## config.mk

```make
export PLATFORM = sky130hd
export DESIGN_NAME = mem_arbiter
export DESIGN_NICKNAME = d
export VERILOG_FILES = /design/src/rtl/mem_arbiter_pkg.sv /design/src/rtl/mem_arbiter_rd_tag_pipe.sv /design/src/rtl/mem_arbiter.sv
export SDC_FILE = /design/constraint.sdc
export NUM_CORES = 1
export LEC_CHECK = 0
export ABC_AREA = 1
export ABC_CLOCK_PERIOD_IN_PS = 1300
export CAP_MARGIN = 20
export CORE_MARGIN = 5
export CORE_UTILIZATION = 25
export CTS_CLUSTER_SIZE = 20
export DETAILED_ROUTE_END_ITERATION = 8
export GPL_ROUTABILITY_DRIVEN = 0
export PLACE_DENSITY = 0.8
export SLEW_MARGIN = 40
export SYNTH_ARGS = -nofsm -noshare
export SYNTH_HDL_FRONTEND = slang
export SYNTH_SLANG_ARGS = --single-unit
```

## constraint.sdc

```tcl
create_clock -name clk -period 1.3 [get_ports clk]
set_input_delay 0.26 -clock clk [delete_from_list [all_inputs] [get_ports clk]]
set_output_delay 0.26 -clock clk [all_outputs]
set_load 0.02 [all_outputs]
```

## src/rtl/mem_arbiter_pkg.sv

```systemverilog
// Shared definitions for the two-requester main-memory arbiter.
package mem_arbiter_pkg;

    // Arbiter FSM encodings; gnt0/gnt1 map straight onto the OWN bits
    localparam logic [1:0] ST_IDLE = 2'd0;
    localparam logic [1:0] ST_OWN0 = 2'd1;
    localparam logic [1:0] ST_OWN1 = 2'd2;

    // Requester identifiers carried in the read-return tag
    localparam logic REQ_I = 1'b0;
    localparam logic REQ_D = 1'b1;

    // Bank select field within a word address
    localparam int unsigned BANK_LSB  = 1;
    localparam int unsigned BANK_MSB  = 2;
    localparam int unsigned BANK_W    = BANK_MSB - BANK_LSB + 1;
    localparam int unsigned NUM_BANKS = 1 << BANK_W;

    // Read-return tag: which requester an in-flight read belongs to
    typedef struct packed {
        logic valid;
        logic owner;
    } rd_tag_t;

endpackage

```

## src/rtl/mem_arbiter_rd_tag_pipe.sv

```systemverilog
// Delay line carrying {valid, owner} for each accepted read so the
// returning data can be steered to the requester that issued it.
module mem_arbiter_rd_tag_pipe
    import mem_arbiter_pkg::*;
#(
    parameter int unsigned RD_LAT = 2
) (
    input  logic clk,
    input  logic rst,
    input  logic i_push,
    input  logic i_owner,
    output logic o_valid,
    output logic o_owner
);

    rd_tag_t r_pipe [RD_LAT];

    // Shift tags one stage per cycle; reset drops anything in flight
    always_ff @(posedge clk or posedge rst) begin
        if (rst) begin
            for (int i = 0; i < int'(RD_LAT); i++) begin
                r_pipe[i] <= '0;
            end
        end else begin
            r_pipe[0] <= '{valid: i_push, owner: i_owner};
            for (int i = 1; i < int'(RD_LAT); i++) begin
                r_pipe[i] <= r_pipe[i-1];
            end
        end
    end

    assign o_valid = r_pipe[RD_LAT-1].valid;
    assign o_owner = r_pipe[RD_LAT-1].owner;

endmodule

```

## src/rtl/mem_arbiter.sv

```systemverilog
// Arbiter sharing the four-bank main memory between the I-cache (0)
// and D-cache (1) controllers: round-robin grant with burst lock,
// per-bank busy gating and tagged read-data return.
module mem_arbiter
    import mem_arbiter_pkg::*;
#(
    parameter int unsigned RD_LAT = 2,
    parameter int unsigned AW     = 16,
    parameter int unsigned DW     = 16
) (
    input  logic                 clk,
    input  logic                 rst,
    input  logic                 req0,
    input  logic                 req1,
    input  logic                 rd0,
    input  logic                 rd1,
    input  logic                 wr0,
    input  logic                 wr1,
    input  logic                 lock0,
    input  logic                 lock1,
    input  logic [AW-1:0]        addr0,
    input  logic [AW-1:0]        addr1,
    input  logic [DW-1:0]        wdata0,
    input  logic [DW-1:0]        wdata1,
    output logic                 gnt0,
    output logic                 gnt1,
    output logic                 ack0,
    output logic                 ack1,
    output logic                 rvalid0,
    output logic                 rvalid1,
    output logic [DW-1:0]        rdata,
    output logic                 err,
    output logic                 mem_rd,
    output logic                 mem_wr,
    output logic [AW-1:0]        mem_addr,
    output logic [DW-1:0]        mem_wdata,
    input  logic [DW-1:0]        mem_rdata,
    input  logic                 mem_stall,
    input  logic [NUM_BANKS-1:0] mem_busy
);

    logic [1:0] r_state;
    logic [1:0] w_state_nxt;
    logic       r_ptr;
    logic       w_ptr_nxt;

    logic       w_own0;
    logic       w_own1;
    logic       w_bank_free0;
    logic       w_bank_free1;
    logic       w_issue0;
    logic       w_issue1;
    logic       w_push;
    logic       w_push_owner;
    logic       w_tag_valid;
    logic       w_tag_owner;

    assign w_own0 = (r_state == ST_OWN0);
    assign w_own1 = (r_state == ST_OWN1);

    assign w_bank_free0 = ~mem_busy[addr0[BANK_MSB:BANK_LSB]];
    assign w_bank_free1 = ~mem_busy[addr1[BANK_MSB:BANK_LSB]];

    // A word access goes out only from the owner, one direction at a time
    assign w_issue0 = w_own0 & req0 & (rd0 ^ wr0) & ~mem_stall & w_bank_free0;
    assign w_issue1 = w_own1 & req1 & (rd1 ^ wr1) & ~mem_stall & w_bank_free1;

    // State and round-robin pointer registers
    always_ff @(posedge clk or posedge rst) begin
        if (rst) begin
            r_state <= ST_IDLE;
            r_ptr   <= REQ_I;
        end else begin
            r_state <= w_state_nxt;
            r_ptr   <= w_ptr_nxt;
        end
    end

    // Grant selection: tie goes to the side not last served; owner keeps
    // the grant while requesting or locked, and hands off without a bubble
    always_comb begin
        w_state_nxt = r_state;
        w_ptr_nxt   = r_ptr;
        case (r_state)
            ST_IDLE: begin
                if (req0 && req1) begin
                    w_state_nxt = (r_ptr == REQ_I) ? ST_OWN1 : ST_OWN0;
                end else if (req1) begin
                    w_state_nxt = ST_OWN1;
                end else if (req0) begin
                    w_state_nxt = ST_OWN0;
                end
            end
            ST_OWN0: begin
                if (!req0 && !lock0) begin
                    w_ptr_nxt   = REQ_I;
                    w_state_nxt = req1 ? ST_OWN1 : ST_IDLE;
                end
            end
            ST_OWN1: begin
                if (!req1 && !lock1) begin
                    w_ptr_nxt   = REQ_D;
                    w_state_nxt = req0 ? ST_OWN0 : ST_IDLE;
                end
            end
            default: begin
                w_state_nxt = ST_IDLE;
            end
        endcase
    end

    // Memory strobes and acks; address and data are held at zero when idle
    always_comb begin
        mem_rd    = 1'b0;
        mem_wr    = 1'b0;
        mem_addr  = '0;
        mem_wdata = '0;
        ack0      = 1'b0;
        ack1      = 1'b0;
        if (w_issue0) begin
            mem_rd    = rd0;
            mem_wr    = wr0;
            mem_addr  = addr0;
            mem_wdata = wdata0;
            ack0      = 1'b1;
        end else if (w_issue1) begin
            mem_rd    = rd1;
            mem_wr    = wr1;
            mem_addr  = addr1;
            mem_wdata = wdata1;
            ack1      = 1'b1;
        end
    end

    assign gnt0 = w_own0;
    assign gnt1 = w_own1;

    // Simultaneous read and write from the owner is rejected and flagged
    assign err = (w_own0 & rd0 & wr0) | (w_own1 & rd1 & wr1);

    assign w_push       = (w_issue0 & rd0) | (w_issue1 & rd1);
    assign w_push_owner = w_issue1 ? REQ_D : REQ_I;

    mem_arbiter_rd_tag_pipe #(
        .RD_LAT (RD_LAT)
    ) u_rd_tag_pipe (
        .clk     (clk),
        .rst     (rst),
        .i_push  (w_push),
        .i_owner (w_push_owner),
        .o_valid (w_tag_valid),
        .o_owner (w_tag_owner)
    );

    // The exiting tag, not the current grant, decides who gets the data
    assign rvalid0 = w_tag_valid & (w_tag_owner == REQ_I);
    assign rvalid1 = w_tag_valid & (w_tag_owner == REQ_D);
    assign rdata   = mem_rdata;

endmodule

```

==> key figures <==
Status
  – Status: finished with violations
  – Failing checks: setup timing

Setup path
  – Worst R2R Path Depth: 10
  – Crit end category: output port
  – Worst reg2reg path endpoint: u_rd_tag_pipe.r_pipe[2]$_DFF_PP0_
  – Crit path from: r_state[1]$_DFFE_PP0P_
  – Worst path slowest cell: dfrtp_1
  – FF-to-FF Start: r_state[1]$_DFFE_PP0P_
  – Worst path required time: 1.04 ns
  – Cell mode on critical path: buf_6
  – Crit path kind: reg -> out
  – Flop-to-flop setup slack: -0.17 ns
  – Setup crit start kind: register
  – Critical path fanouts, max: 5
  – Slowest stage delay, CP: between 0.3 and 0.4 ns
  – Crit path DAT: roughly 1.7 ns
  – Critical-path cell list: inv_2 > buf_6 > nor2_4 > nand2_4 > nor2_8 > buf_12 > buf_16 > buf_6 > nand4_1 > nand2_2 > buf_6

Floorplanning
  – Vert. Die Dim: 82.9 um
  – Top-Level Pins: around 150
  – Core area: around 5100 um2
  – Rows: 26
  – Die Area: 6870 um2
  – Initial cell density of the core: ~26%
  – Chip width: 82.9 um

Logic synthesis
  – Avg Cell Area, Syn: 6.17 um2
  – Area contributors post-synth: nand4_1 (32%), nand2_1 (16%), dfrtp_1 (13%)
  – Async SR Flop Fraction: 100%
  – Yosys top cell area share: 31.6%
  – Yosys warns: 0
  – Syn Inst Count: ~220
  – Syn nets: 310
  – Largest area contributor in the netlist: nand4_1
  – Top cells by count, synth: nand4_1 (67), nand2_1 (57), buf_4 (21)
  – Netlist Area Pre-Place: 1330 um2
  – Most numerous cell in the Yosys netlist: nand4_1
  – Post-synth cell types: 23
  – Count of state elements after synthesis: 7
  – Top_reg_cell synth: dfrtp_1
  – Seq/Total Area, Yosys: between 10% and 20%
  – Post-synth EDFFs: 0

Clocking
  – TritonCTS clock tree: done
  – Clock sink count: 7
  – CTS buffer count: 3
  – Skew-Pair Late Insertion Delay: ~0.23 ns
  – Max clock buf depth: 2
  – Clock Pin Slew Worst Setup and Hold Paths: roughly 0.040 ns
  – Hold-fix buffers, CTS: 0
  – H-tree level count: 1
  – CTS Root Cell: clkbuf_8

Timing
  – Slew HR: 82.5%
  – RSZ-0062 raised after global routing: true
  – Final setup vio count: 42
  – Fmax achieved: about 510 MHz
  – Final worst slack: -0.650 ns
  – Final count of hold timing violations: 0
  – Clk_skew: between 0.0003 and 0.0004 ns
  – Min Tclk post-route: 1.95 ns
  – Period utilization: 150%
  – Actual slew at the worst max-slew pin: 0.262 ns
  – Final slew viol count: 0

Global route
  – Initial antenna violation count: 0
  – Number of global-route vias before repair: around 2300
  – GRT Util Overall: about a fifth
  – Largest net degree at the start of global routing: 36
  – First-pass GRT wire length: between 10 and 15 mm
  – Remaining global-route overflow: 0

Detailed routing
  – Remaining DRCs: 0
  – Vias per Instance: roughly 5.1
  – DRT iter0 DRCs: 112
  – Mean routed wirelength per cell: approximately 16 um
  – Drt total wl: 6.98 mm
  – Detail Route Antenna Nets: 0
  – Via count: around 2200
  – Drt pass-1 iters: 4

Min path
  – Min-Delay Path Class: in -> async

Flow run
  – Max-cap viol count: 0

Power
  – PwrDens: 742 nW/um2
  – Leakage: around 1.6 nW
  – Worst vdd ir: about 560 uV

Layout
  – Area of the multi-input gates: 986 um2
  – Nets: about 460
  – Layout area overhead: 147%
  – Final Util: 63.9%
  – ANT cells: 0
  – # fillers: 454
  – Reg area: 176 um2
  – Post-route cell area: around 3300 um2
  – Ratio of cells with drive above 1 in the final layout: between 40 and 50%

Placement
  – DP HPWL: 4.78 mm
  – Area after DPL: 2740 um2
  – IO buf count: roughly 120
  – Pre-CTS WS: -1.11 ns
==> sequential cells by signal, summed over array words and instances, names as in the netlist <==
register / count
r_state: 2
u_rd_tag_pipe.r_pipe: 2
r_ptr: 1
u_rd_tag_pipe.o_owner: 1
u_rd_tag_pipe.o_valid: 1
==> cells by family (layout without fill, tap and decap cells) <==
logic type	after synthesis	in the layout	synth area share (%)
AND/OR/NAND/NOR	147	147	60.0
buffers and inverters	55	199	24.3
flip-flops	7	7	13.2
AO/OA/AOI/OAI	6	6	2.45
==> cell usage in the layout, fill, tap and decap left out, drive strengths merged <==
| cell type | n |
|---|---|
| a21oi | 1 |
| and3 | 3 |
| buf | 95 |
| clkbuf | 4 |
| clkdlybuf4s50 | 69 |
| clkinv | 1 |
| dfrtp | 7 |
| dlygate4sd2 | 9 |
| inv | 21 |
| nand2 | 58 |
| nand3 | 9 |
| nand3b | 1 |
| nand4 | 67 |
| nor2 | 8 |
| o21ai | 3 |
| o22ai | 2 |
| or2 | 1 |
==> per-layer routing <==
metal  wire length (um)  GRT usage (%)  share of wire [%]
met1               2610           20.7                 37
met2               3660           37.8                 52
met4                118           3.86                1.7
met3                591           6.83                8.5
met5                  0              0                  0
==> per-stage QoR <==
| stage | std cells | power, mW | setup TNS (ns) | hold WS [ns] |
|---|---|---|---|---|
| after floorplan | 215 | 0.974 | -6.73 | 0.0634 |
| after global placement | 399 | 1.63 | -40.77 | 0.332 |
| after detailed placement | 399 | 1.66 | -41.50 | 0.336 |
| after CTS | 428 | 2.32 | -23.56 | 0.278 |
| after global routing | 429 | 2.58 | -25.34 | 0.300 |
| final | 429 | 2.43 | -21.60 | 0.281 |
==> final cells by class <==
type	instances	share of cell area [%]
inverters	21	2.48
flip-flops and latches	7	5.38
well taps	70	2.67
repair buffers	174	58.0
clock inverters	1	0.152
multi-input cells	153	30.0
clock buffers	3	1.26
==> how the worst max path moves through the flow <==
| stage | cells past startpoint | endpoint | slack (ns) |
|---|---|---|---|
| detailed placement | 9 | mem_wdata[11] | -1.11 |
| floorplan | 7 | mem_addr[0] | -0.20 |
| finish | 11 | mem_wdata[3] | -0.65 |
| CTS | 11 | mem_addr[9] | -0.70 |
| global placement | 9 | mem_wdata[11] | -1.10 |
| global route | 11 | mem_wdata[6] | -0.75 |
==> repair_timing <==
item                                    4_1_cts  5_1_grt
cloned                                        7        0
hold endpoints to repair                      0        0
gates resized for setup                     271       25
buffers inserted                             20        4
pin swaps                                    17       13
endpoints found under the setup margin       45       45
==> worst max-delay path, delay by kind of cell (launching register included) <==
kind	cells	cell delay, ns
buffers and inverters	6	0.60
DFF	1	0.36
and+or+nand+nor	5	0.48
==> where the power goes <==
part / internal (mW) / switching [mW] / leakage (nW) / total (mW)
logic: 0.989 / 0.799 / 1.45 / 1.79
registers: 0.273 / 0.0595 / 0.0915 / 0.332
clock network: 0.208 / 0.104 / 0.0255 / 0.313
total: 1.47 / 0.963 / 1.57 / 2.43
Power figures use the tool's default switching activity.
